<file path="src/rtl/cache_ri_refill_if.sv">
// Signal bundle between the line refill engine and the controller, data RAM,
// dre RAM and Avalon-MM read master.
interface cache_ri_refill_if #(
    parameter int LINE_WIDTH   = 4,
    parameter int OFFSET_WIDTH = 3
);
    localparam int ADDR_WIDTH = LINE_WIDTH + OFFSET_WIDTH;

    logic                  start;
    logic [LINE_WIDTH-1:0] lineIndex;
    logic [1:0]            channel;
    logic [31:0]           memBase;
    logic                  busy;
    logic                  done;

    logic [ADDR_WIDTH-1:0] dre_readAddress;
    logic [1:0]            dre_readChannel;
    logic [3:0]            dre_readRe;
    logic [ADDR_WIDTH-1:0] dre_writeAddress;
    logic [1:0]            dre_writeChannel;
    logic                  dre_writeEnable;
    logic [3:0]            dre_writeRe;

    logic [ADDR_WIDTH-1:0] ram_writeAddress;
    logic [1:0]            ram_writeChannel;
    logic [31:0]           ram_writeData;
    logic [3:0]            ram_writeByteEnable;
    logic                  ram_writeEnable;

    logic [31:0]           av_address;
    logic                  av_read;
    logic                  av_waitrequest;
    logic                  av_readdatavalid;
    logic [31:0]           av_readdata;

    modport master (
        input  start, lineIndex, channel, memBase,
        output busy, done,
        output dre_readAddress, dre_readChannel,
        input  dre_readRe,
        output dre_writeAddress, dre_writeChannel, dre_writeEnable, dre_writeRe,
        output ram_writeAddress, ram_writeChannel, ram_writeData,
        output ram_writeByteEnable, ram_writeEnable,
        output av_address, av_read,
        input  av_waitrequest, av_readdatavalid, av_readdata
    );

    modport slave (
        output start, lineIndex, channel, memBase,
        input  busy, done,
        input  dre_readAddress, dre_readChannel,
        output dre_readRe,
        input  dre_writeAddress, dre_writeChannel, dre_writeEnable, dre_writeRe,
        input  ram_writeAddress, ram_writeChannel, ram_writeData,
        input  ram_writeByteEnable, ram_writeEnable,
        input  av_address, av_read,
        output av_waitrequest, av_readdatavalid, av_readdata
    );
endinterface

</file>
<file path="src/rtl/cache_ri_refill.sv">
// Refills one cache line word by word, fetching from memory only the words
// that still have unreadable bytes and merging around bytes already readable.
module cache_ri_refill #(
    parameter int LINE_WIDTH   = 4,
    parameter int OFFSET_WIDTH = 3
) (
    input  logic               clk,
    input  logic               rst,
    cache_ri_refill_if.master  bus
);
    localparam int ADDR_WIDTH = LINE_WIDTH + OFFSET_WIDTH;
    localparam logic [OFFSET_WIDTH-1:0] LAST_WORD = {OFFSET_WIDTH{1'b1}};
    localparam logic [OFFSET_WIDTH-1:0] WORD_ONE  = {{(OFFSET_WIDTH-1){1'b0}}, 1'b1};

    typedef enum logic [2:0] {
        IDLE     = 3'd0,
        DRE_ADDR = 3'd1,
        DRE_DATA = 3'd2,
        MEM_REQ  = 3'd3,
        MEM_WAIT = 3'd4,
        WRITE    = 3'd5,
        NEXT     = 3'd6
    } state_t;

    state_t                     state_r;
    state_t                     stateNext_s;
    logic                       captureData_s;
    logic                       lastWord_s;
    logic                       doneNext_s;
    logic [LINE_WIDTH-1:0]      lineIndex_r;
    logic [1:0]                 channel_r;
    logic [31:OFFSET_WIDTH+2]   memBase_r;
    logic [OFFSET_WIDTH-1:0]    wordCnt_r;
    logic [3:0]                 reReg_r;
    logic [31:0]                readData_r;
    logic                       busy_r;
    logic                       done_r;
    logic                       avRead_r;
    logic                       ramWe_r;
    logic                       dreWe_r;
    logic [3:0]                 byteEn_r;
    logic                       unusedMemBaseLow_s;

    assign unusedMemBaseLow_s = ^bus.memBase[OFFSET_WIDTH+1:0];
    assign lastWord_s         = (wordCnt_r == LAST_WORD);
    assign doneNext_s         = (stateNext_s == NEXT) && lastWord_s;

    // Next-state decode; data is captured on the cycle readdatavalid is seen
    always_comb begin
        stateNext_s   = state_r;
        captureData_s = 1'b0;
        case (state_r)
            IDLE: begin
                if (bus.start) stateNext_s = DRE_ADDR;
                else           stateNext_s = IDLE;
            end
            DRE_ADDR: stateNext_s = DRE_DATA;
            DRE_DATA: begin
                if (bus.dre_readRe == 4'hF) stateNext_s = NEXT;
                else                        stateNext_s = MEM_REQ;
            end
            MEM_REQ: begin
                if (bus.av_waitrequest) begin
                    stateNext_s = MEM_REQ;
                end else if (bus.av_readdatavalid) begin
                    stateNext_s   = WRITE;
                    captureData_s = 1'b1;
                end else begin
                    stateNext_s = MEM_WAIT;
                end
            end
            MEM_WAIT: begin
                if (bus.av_readdatavalid) begin
                    stateNext_s   = WRITE;
                    captureData_s = 1'b1;
                end else begin
                    stateNext_s = MEM_WAIT;
                end
            end
            WRITE: stateNext_s = NEXT;
            NEXT: begin
                if (lastWord_s) stateNext_s = IDLE;
                else            stateNext_s = DRE_ADDR;
            end
            default: stateNext_s = IDLE;
        endcase
    end

    // State, latched request and registered strobes decoded from the next state
    always_ff @(posedge clk) begin
        if (rst) begin
            state_r     <= IDLE;
            lineIndex_r <= '0;
            channel_r   <= 2'b00;
            memBase_r   <= '0;
            wordCnt_r   <= '0;
            reReg_r     <= 4'h0;
            readData_r  <= 32'h0000_0000;
            busy_r      <= 1'b0;
            done_r      <= 1'b0;
            avRead_r    <= 1'b0;
            ramWe_r     <= 1'b0;
            dreWe_r     <= 1'b0;
            byteEn_r    <= 4'h0;
        end else begin
            state_r <= stateNext_s;
            if (state_r == IDLE && bus.start) begin
                lineIndex_r <= bus.lineIndex;
                channel_r   <= bus.channel;
                memBase_r   <= bus.memBase[31:OFFSET_WIDTH+2];
                wordCnt_r   <= '0;
            end else if (state_r == NEXT && !lastWord_s) begin
                wordCnt_r <= wordCnt_r + WORD_ONE;
            end
            if (state_r == DRE_DATA) reReg_r <= bus.dre_readRe;
            if (captureData_s)       readData_r <= bus.av_readdata;
            // busy drops in the same cycle the done pulse is presented
            busy_r   <= (stateNext_s != IDLE) && !doneNext_s;
            done_r   <= doneNext_s;
            avRead_r <= (stateNext_s == MEM_REQ);
            ramWe_r  <= (stateNext_s == WRITE);
            dreWe_r  <= (stateNext_s == WRITE);
            byteEn_r <= (stateNext_s == WRITE) ? ~reReg_r : 4'h0;
        end
    end

    assign bus.busy                = busy_r;
    assign bus.done                = done_r;
    assign bus.dre_readAddress     = {lineIndex_r, wordCnt_r};
    assign bus.dre_readChannel     = channel_r;
    assign bus.dre_writeAddress    = {lineIndex_r, wordCnt_r};
    assign bus.dre_writeChannel    = channel_r;
    assign bus.dre_writeEnable     = dreWe_r;
    assign bus.dre_writeRe         = 4'hF;
    assign bus.ram_writeAddress    = {lineIndex_r, wordCnt_r};
    assign bus.ram_writeChannel    = channel_r;
    assign bus.ram_writeData       = readData_r;
    assign bus.ram_writeByteEnable = byteEn_r;
    assign bus.ram_writeEnable     = ramWe_r;
    assign bus.av_address          = {memBase_r, wordCnt_r, 2'b00};
    assign bus.av_read             = avRead_r;
endmodule

</file>
<file path="src/flat_wrapper.sv">
// flat-port wrapper written by rule: the top's interface ports become plain ports
module cache_ri_refill_flat 
#(
    parameter int LINE_WIDTH   = 4,
    parameter int OFFSET_WIDTH = 3
)
  (clk, rst, bus_start, bus_lineIndex, bus_channel, bus_memBase, bus_busy, bus_done, bus_dre_readAddress, bus_dre_readChannel, bus_dre_readRe, bus_dre_writeAddress, bus_dre_writeChannel, bus_dre_writeEnable, bus_dre_writeRe, bus_ram_writeAddress, bus_ram_writeChannel, bus_ram_writeData, bus_ram_writeByteEnable, bus_ram_writeEnable, bus_av_address, bus_av_read, bus_av_waitrequest, bus_av_readdatavalid, bus_av_readdata);
  cache_ri_refill_if #(.LINE_WIDTH(LINE_WIDTH), .OFFSET_WIDTH(OFFSET_WIDTH)) bus_i ();
  input  logic clk;
  input  logic rst;
  input wire logic [$bits(bus_i.start)-1:0] bus_start;
  input wire logic [$bits(bus_i.lineIndex)-1:0] bus_lineIndex;
  input wire logic [$bits(bus_i.channel)-1:0] bus_channel;
  input wire logic [$bits(bus_i.memBase)-1:0] bus_memBase;
  output wire logic [$bits(bus_i.busy)-1:0] bus_busy;
  output wire logic [$bits(bus_i.done)-1:0] bus_done;
  output wire logic [$bits(bus_i.dre_readAddress)-1:0] bus_dre_readAddress;
  output wire logic [$bits(bus_i.dre_readChannel)-1:0] bus_dre_readChannel;
  input wire logic [$bits(bus_i.dre_readRe)-1:0] bus_dre_readRe;
  output wire logic [$bits(bus_i.dre_writeAddress)-1:0] bus_dre_writeAddress;
  output wire logic [$bits(bus_i.dre_writeChannel)-1:0] bus_dre_writeChannel;
  output wire logic [$bits(bus_i.dre_writeEnable)-1:0] bus_dre_writeEnable;
  output wire logic [$bits(bus_i.dre_writeRe)-1:0] bus_dre_writeRe;
  output wire logic [$bits(bus_i.ram_writeAddress)-1:0] bus_ram_writeAddress;
  output wire logic [$bits(bus_i.ram_writeChannel)-1:0] bus_ram_writeChannel;
  output wire logic [$bits(bus_i.ram_writeData)-1:0] bus_ram_writeData;
  output wire logic [$bits(bus_i.ram_writeByteEnable)-1:0] bus_ram_writeByteEnable;
  output wire logic [$bits(bus_i.ram_writeEnable)-1:0] bus_ram_writeEnable;
  output wire logic [$bits(bus_i.av_address)-1:0] bus_av_address;
  output wire logic [$bits(bus_i.av_read)-1:0] bus_av_read;
  input wire logic [$bits(bus_i.av_waitrequest)-1:0] bus_av_waitrequest;
  input wire logic [$bits(bus_i.av_readdatavalid)-1:0] bus_av_readdatavalid;
  input wire logic [$bits(bus_i.av_readdata)-1:0] bus_av_readdata;
  assign bus_i.start = bus_start;
  assign bus_i.lineIndex = bus_lineIndex;
  assign bus_i.channel = bus_channel;
  assign bus_i.memBase = bus_memBase;
  assign bus_busy = bus_i.busy;
  assign bus_done = bus_i.done;
  assign bus_dre_readAddress = bus_i.dre_readAddress;
  assign bus_dre_readChannel = bus_i.dre_readChannel;
  assign bus_i.dre_readRe = bus_dre_readRe;
  assign bus_dre_writeAddress = bus_i.dre_writeAddress;
  assign bus_dre_writeChannel = bus_i.dre_writeChannel;
  assign bus_dre_writeEnable = bus_i.dre_writeEnable;
  assign bus_dre_writeRe = bus_i.dre_writeRe;
  assign bus_ram_writeAddress = bus_i.ram_writeAddress;
  assign bus_ram_writeChannel = bus_i.ram_writeChannel;
  assign bus_ram_writeData = bus_i.ram_writeData;
  assign bus_ram_writeByteEnable = bus_i.ram_writeByteEnable;
  assign bus_ram_writeEnable = bus_i.ram_writeEnable;
  assign bus_av_address = bus_i.av_address;
  assign bus_av_read = bus_i.av_read;
  assign bus_i.av_waitrequest = bus_av_waitrequest;
  assign bus_i.av_readdatavalid = bus_av_readdatavalid;
  assign bus_i.av_readdata = bus_av_readdata;
  cache_ri_refill #(.LINE_WIDTH(LINE_WIDTH), .OFFSET_WIDTH(OFFSET_WIDTH)) u_core (.clk(clk), .rst(rst), .bus(bus_i));
endmodule
</file>
<file path="config.mk">
export PLATFORM = sky130hd
export DESIGN_NAME = cache_ri_refill_flat
export DESIGN_NICKNAME = d
export VERILOG_FILES = /design/src/rtl/cache_ri_refill_if.sv /design/src/rtl/cache_ri_refill.sv /design/src/flat_wrapper.sv
export SDC_FILE = /design/constraint.sdc
export NUM_CORES = 1
export LEC_CHECK = 0
export CORE_ASPECT_RATIO = 1.25
export CORE_MARGIN = 10
export CORE_UTILIZATION = 36
export CTS_BUF_LIST = sky130_fd_sc_hd__clkbuf_16
export CTS_CLUSTER_DIAMETER = 150
export DETAILED_ROUTE_END_ITERATION = 8
export GPL_TIMING_DRIVEN = 0
export PLACE_DENSITY_LB_ADDON = 0.05
export REMOVE_ABC_BUFFERS = 1
export SLEW_MARGIN = 20
export SYNTH_ARGS = -nofsm -noshare
export SYNTH_HDL_FRONTEND = slang
export SYNTH_SLANG_ARGS = --single-unit
</file>
<file path="constraint.sdc">
create_clock -name clk -period 2.1 [get_ports clk]
set_clock_uncertainty 0.05 [all_clocks]
set_input_delay 0.42 -clock clk [delete_from_list [all_inputs] [get_ports clk]]
set_output_delay 0.42 -clock clk [all_outputs]
set_load 0.01 [all_outputs]
</file>
* Yosys cells after proc, flatten, opt, wreduce, memory -nomap -nowiden
Cells that the tools add are included.
** Operators by class
- Add/subtract/negate cells :: 1
- Equality and inequality tests :: 11
- Mux-type cells :: 9
- Bitwise operators :: 2
- Reduce and logical (&&, ||, !) cells :: 10
** Operators by type and width (count)
- one-hot mux 3 bit (7 select lines) :: 1
- equality test 3 bit, second input constant :: 6
- equality test 3 x 2 -> 1 bit, second input constant :: 3
- two-way mux 3 bit :: 2
- two-way mux 1 bit :: 5
- equality test 4 bit, second input constant :: 1
- logical AND 1 bit :: 4
- inverter 4 bit :: 1
- OR reduction 2 bit :: 2
- adder 3 x 1 -> 3 bit, second input constant :: 1
- equality test 3 x 1 -> 1 bit, second input constant :: 1
- zero test 3 bit :: 1
- nonzero test 3 bit :: 1
- zero test 1 bit :: 2
- one-hot mux 1 bit (2 select lines) :: 1
- inverter 1 bit :: 1
** Storage, ports and cells
- Register bits after elaboration :: 83
- Input bits :: 79
- Output and inout bits :: 104
- Word-level logic and storage cells :: 45

* Logic depth before layout (Yosys ltp)
- Depth in word-level cells :: 7
- Mapped depth :: 8
- Mapped depth without buffers :: 7

* Least setup slack after synthesis
Ideal clock, no wire load.
- Path kind :: reg-to-reg
- Start point :: register u_core.wordCnt_r[0] (netlist name)
- End point :: register u_core.readData_r[10], in the netlist u_core.bus.ram_writeData[10]
- Setup time :: 0.072 ns
- Arrival time :: 1.774 ns
- Required time :: 1.978 ns
- Path slack :: 0.205 ns
- Stages on the path, launching flop included :: 9
- Buffers on the path :: 1
- Period minus slack after synthesis :: 1.895 ns
- Cell sequence :: dfxtp_1 > ha_1 > ha_1 > inv_1 > a21oi_2 > o32a_4 > nor2_8 > buf_6 > mux2i_1
** RTL lines
- end signal: assignment :: RTL line cache_ri_refill.sv:116 : if (captureData_s) readData_r <= bus.av_readdata;
- end: declaration :: RTL line cache_ri_refill.sv:35 : logic [31:0] readData_r;

==> flow_metrics.tcl <==
set metrics [dict create \
    cell_types_with_the_highest_counts_after_synthesis "dfxtp_1 (83), nand2_1 (68), nand2b_1 (68), mux2i_1 (38), a21oi_1 (35)" \
    synthXorXnorAreaFrac 0.00246 \
    synthesis.yosys.warnings 0 \
    dp.final_hpwl_mm 7.37 \
    grt_antenna_before_repair 0 \
    overflow 0 \
    critical_path.cell_chain "ha_1, ha_2, inv_2, a21oi_2, o32a_4, nor2_4, buf_12, mux2i_1" \
    postSynthRegisterBits 83 \
    final.fill_count 873 \
    final.setup.worst_slack_ns 0.161 \
    yosysMostFrequentCell "dfxtp_1" \
    status "finished, final reports clean" \
    cell_taking_the_most_area_after_synthesis "dfxtp_1" \
    totalWireLength_mm 10.3 \
    async_set_or_reset_flop_fraction_in_the_synthesized_netlist 0 \
    tritoncts.num_buffers 9 \
    mapped_cell_area_um2 3560 \
    path_clk_slew_ns 0.06 \
    cp_max_fo 8 \
    detail_route.vias_per_cell 4.52 \
    num_io_pins 183 \
    synth_simple_gate_area_share 0.236 \
    required_ns 2.31 \
    dp_worst_setup_slack_ns -0.509 \
    detail_route.wl_per_cell_um 15.5 \
    critical_path_arrival_ns 2.15 \
    postPlaceCellArea_um2 5120 \
    area.growth.synth_to_final_pct 54.2 \
    min_clock_period_post_route_ns 1.94 \
    timing.hold.worst.class "flop to flop" \
    share_of_final_layout_standard_cells_stronger_than_drive_strength_1 0.0561 \
    finalCritPeriodShare 0.923 \
    drt_first_pass_iters 4 \
    fp.dieH_um 131 \
    area.sequential_um2 1660 \
    critical-path-slowest-cell "o32a_4" \
    clock_tree_from_tritoncts "yes" \
    final_cell_area_um2 5490 \
    chipWidth_um 109 \
    timing_hold_violations_final 0 \
    num_antenna_cells 0 \
    routabilityCongestion 0.741 \
    num-nets-final 613 \
    power_per_cell_area_nw_per_um2 732 \
    place.port_buffers 171 \
    synth-compound-area-share 0.0794 \
    irDropWorstVdd_mv 0.505 \
    first_pass_grt_wire_length_mm 16.6 \
    synth.area.mux_share 0.107 \
    ctsRootBufferMaster "clkbuf_16" \
    multiInputGateArea_um2 1570 \
    setup.worst_path.class "flop to flop" \
    fp.coreArea_um2 9660 \
    fmax_mhz 516 \
    timing.slew.headroom 0.543 \
    drt_iter0_drc 110 \
    end_kind "flop" \
    floorplan.die_area_um2 14300 \
    synth_flop_cell "dfxtp_1" \
    worst_path_largest_cell_delay_ns 0.43 \
    setup_viol 0 \
    clock_tree.htree_level_count 3 \
    power_leakage_uw 0.00196 \
    startpoint_type "flop" \
    combinational_family_with_the_most_area_after_synthesis "simple AND/OR/NAND/NOR gates" \
    gate_count_of_the_mapped_netlist 392 \
    placement_rows 40 \
    pin_count_of_the_biggest_net_entering_global_routing 70 \
    rsz0062_at_grt "no" \
    cap_viol_max_count 0 \
    worstPathBufferInverterCount 2 \
    clock_sink_count 83 \
    cpLargestDelayFamily "compound AO/OA/AOI/OAI gates" \
    clock_latency_ns 0.33 \
    start_util 0.369 \
    worstMarginPinSlew_ns 0.686 \
    yosys.cell_types.count 32 \
    synth_largest_type_area_fraction 0.467 \
    synth_enable_flop_cells 0 \
    detail_route.drc_violations 0 \
    synthesis.area_per_instance_um2 9.08 \
    final_core_util 0.568 \
    synthAdderAreaFrac 0.00703 \
    yosys-top-cells-area "dfxtp_1 (47%), nand2b_1 (12%), mux2i_1 (11%), nand2_1 (7.2%), buf_4 (6.1%)" \
    dr_total_vias 2985 \
    yosysSeqAreaShare 0.467 \
    final-max-slew-violation-count 0 \
    drtAntennaViolNets 0 \
    grt.total_usage 0.146 \
    clock_tree.buffer_depth 2 \
    first_global_vias 3232 \
]
[worst register-to-register path, cell delays in order (launching register included)]
cell and delay, ns:
dfxtp_1 0.35, ha_1 0.20, ha_2 0.20, inv_2 0.07, a21oi_2 0.06, o32a_4 0.43, nor2_4 0.17, buf_12 0.16
mux2i_1 0.18
[registers in the layout, summed over array words and instances (netlist names)]
signal,cells
u_core.state_r,3
u_core.bus.busy,1
u_core.bus.ram_writeByteEnable,4
u_core.reReg_r,4
u_core.bus.dre_readChannel,2
u_core.bus.av_read,1
u_core.bus.ram_writeData,32
u_core.bus.ram_writeEnable,1
u_core.lineIndex_r,4
u_core.wordCnt_r,3
u_core.memBase_r,27
u_core.bus.done,1
[routing by layer]
metal / vias to the layer above / track usage / routed length, um
li1: 1517 / - / -
met1: 1337 / 0.154 / 3910
met2: 122 / 0.225 / 4750
met3: 9 / 0.102 / 1510
met4: 0 / 0.0463 / 90
met5: - / 0 / 0
[worst paths after layout]
| check | from | to | slack [ns] | cells after the start |
|---|---|---|---|---|
| max | u_core.wordCnt_r[1] | u_core.bus.ram_writeData[14] | 0.16 | 8 |
| min reg2reg | u_core.reReg_r[3] | u_core.bus.ram_writeByteEnable[3] | 0.37 | 1 |
| min | u_core.reReg_r[3] | u_core.bus.ram_writeByteEnable[3] | 0.37 | 1 |
| max reg2reg | u_core.wordCnt_r[1] | u_core.bus.ram_writeData[14] | 0.16 | 8 |
[where the power goes]
group	internal, uW	total [uW]	switching (uW)
logic	439	801	363
clock network	892	1480	587
registers	1670	1740	64.4
total	3010	4020	1010
[cell families after synthesis]
logic type                 count (synthesis)
AOI/OAI and AO/OA                         48
DFF                                       83
and+or+nand+nor                          162
xor gates and xnor gates                   1
muxes                                     38
buffers and inverters                     56
adders and majority gates                  2
other                                      2
[stage by stage]
stage | instances | power, uW | hold slack, ns | setup TNS (ns)
2_1_floorplan | 344 | 2100 | 0.340 | -4.42
3_3_place_gp | 641 | 2550 | 0.353 | -125.07
3_5_place_dp | 642 | 2560 | 0.352 | -16.89
4_1_cts | 661 | 4090 | 0.364 | 0
5_1_grt | 661 | 4230 | 0.384 | 0
6_report | 661 | 4020 | 0.367 | 0
[layout make-up]
cell class	instances	share of cell area
Multi-Input combinational cell	258	0.287
Clock buffer	9	0.0410
Sequential cell	83	0.303
Timing Repair Buffer	176	0.330
Clock inverter	5	0.00843
Tap cell	126	0.0287
Inverter	4	0.00273
[layout by cell type (no fill, tap or decap), types with 4 or more instances in the layout]
master,count
conb_1,6
nor3_1,4
nand2b_1,68
nand2_1,67
clkbuf_16,9
clkdlybuf4s50_1,170
a21oi_1,35
dfxtp_1,82
mux2i_1,38
nor2_1,13
o21ai_0,5
buf_12,5
[timing repair]
item | 4_1_cts | 5_1_grt
cloned | 1 | 0
hold endpoints to repair | 0 | 0
hold buffers | 0 | 0
endpoints found under the setup margin | 32 | 25
pin swaps | 2 | 2
setup buffers | 4 | 0
resized for setup | 0 | 3
Power figures use the tool's default switching activity.
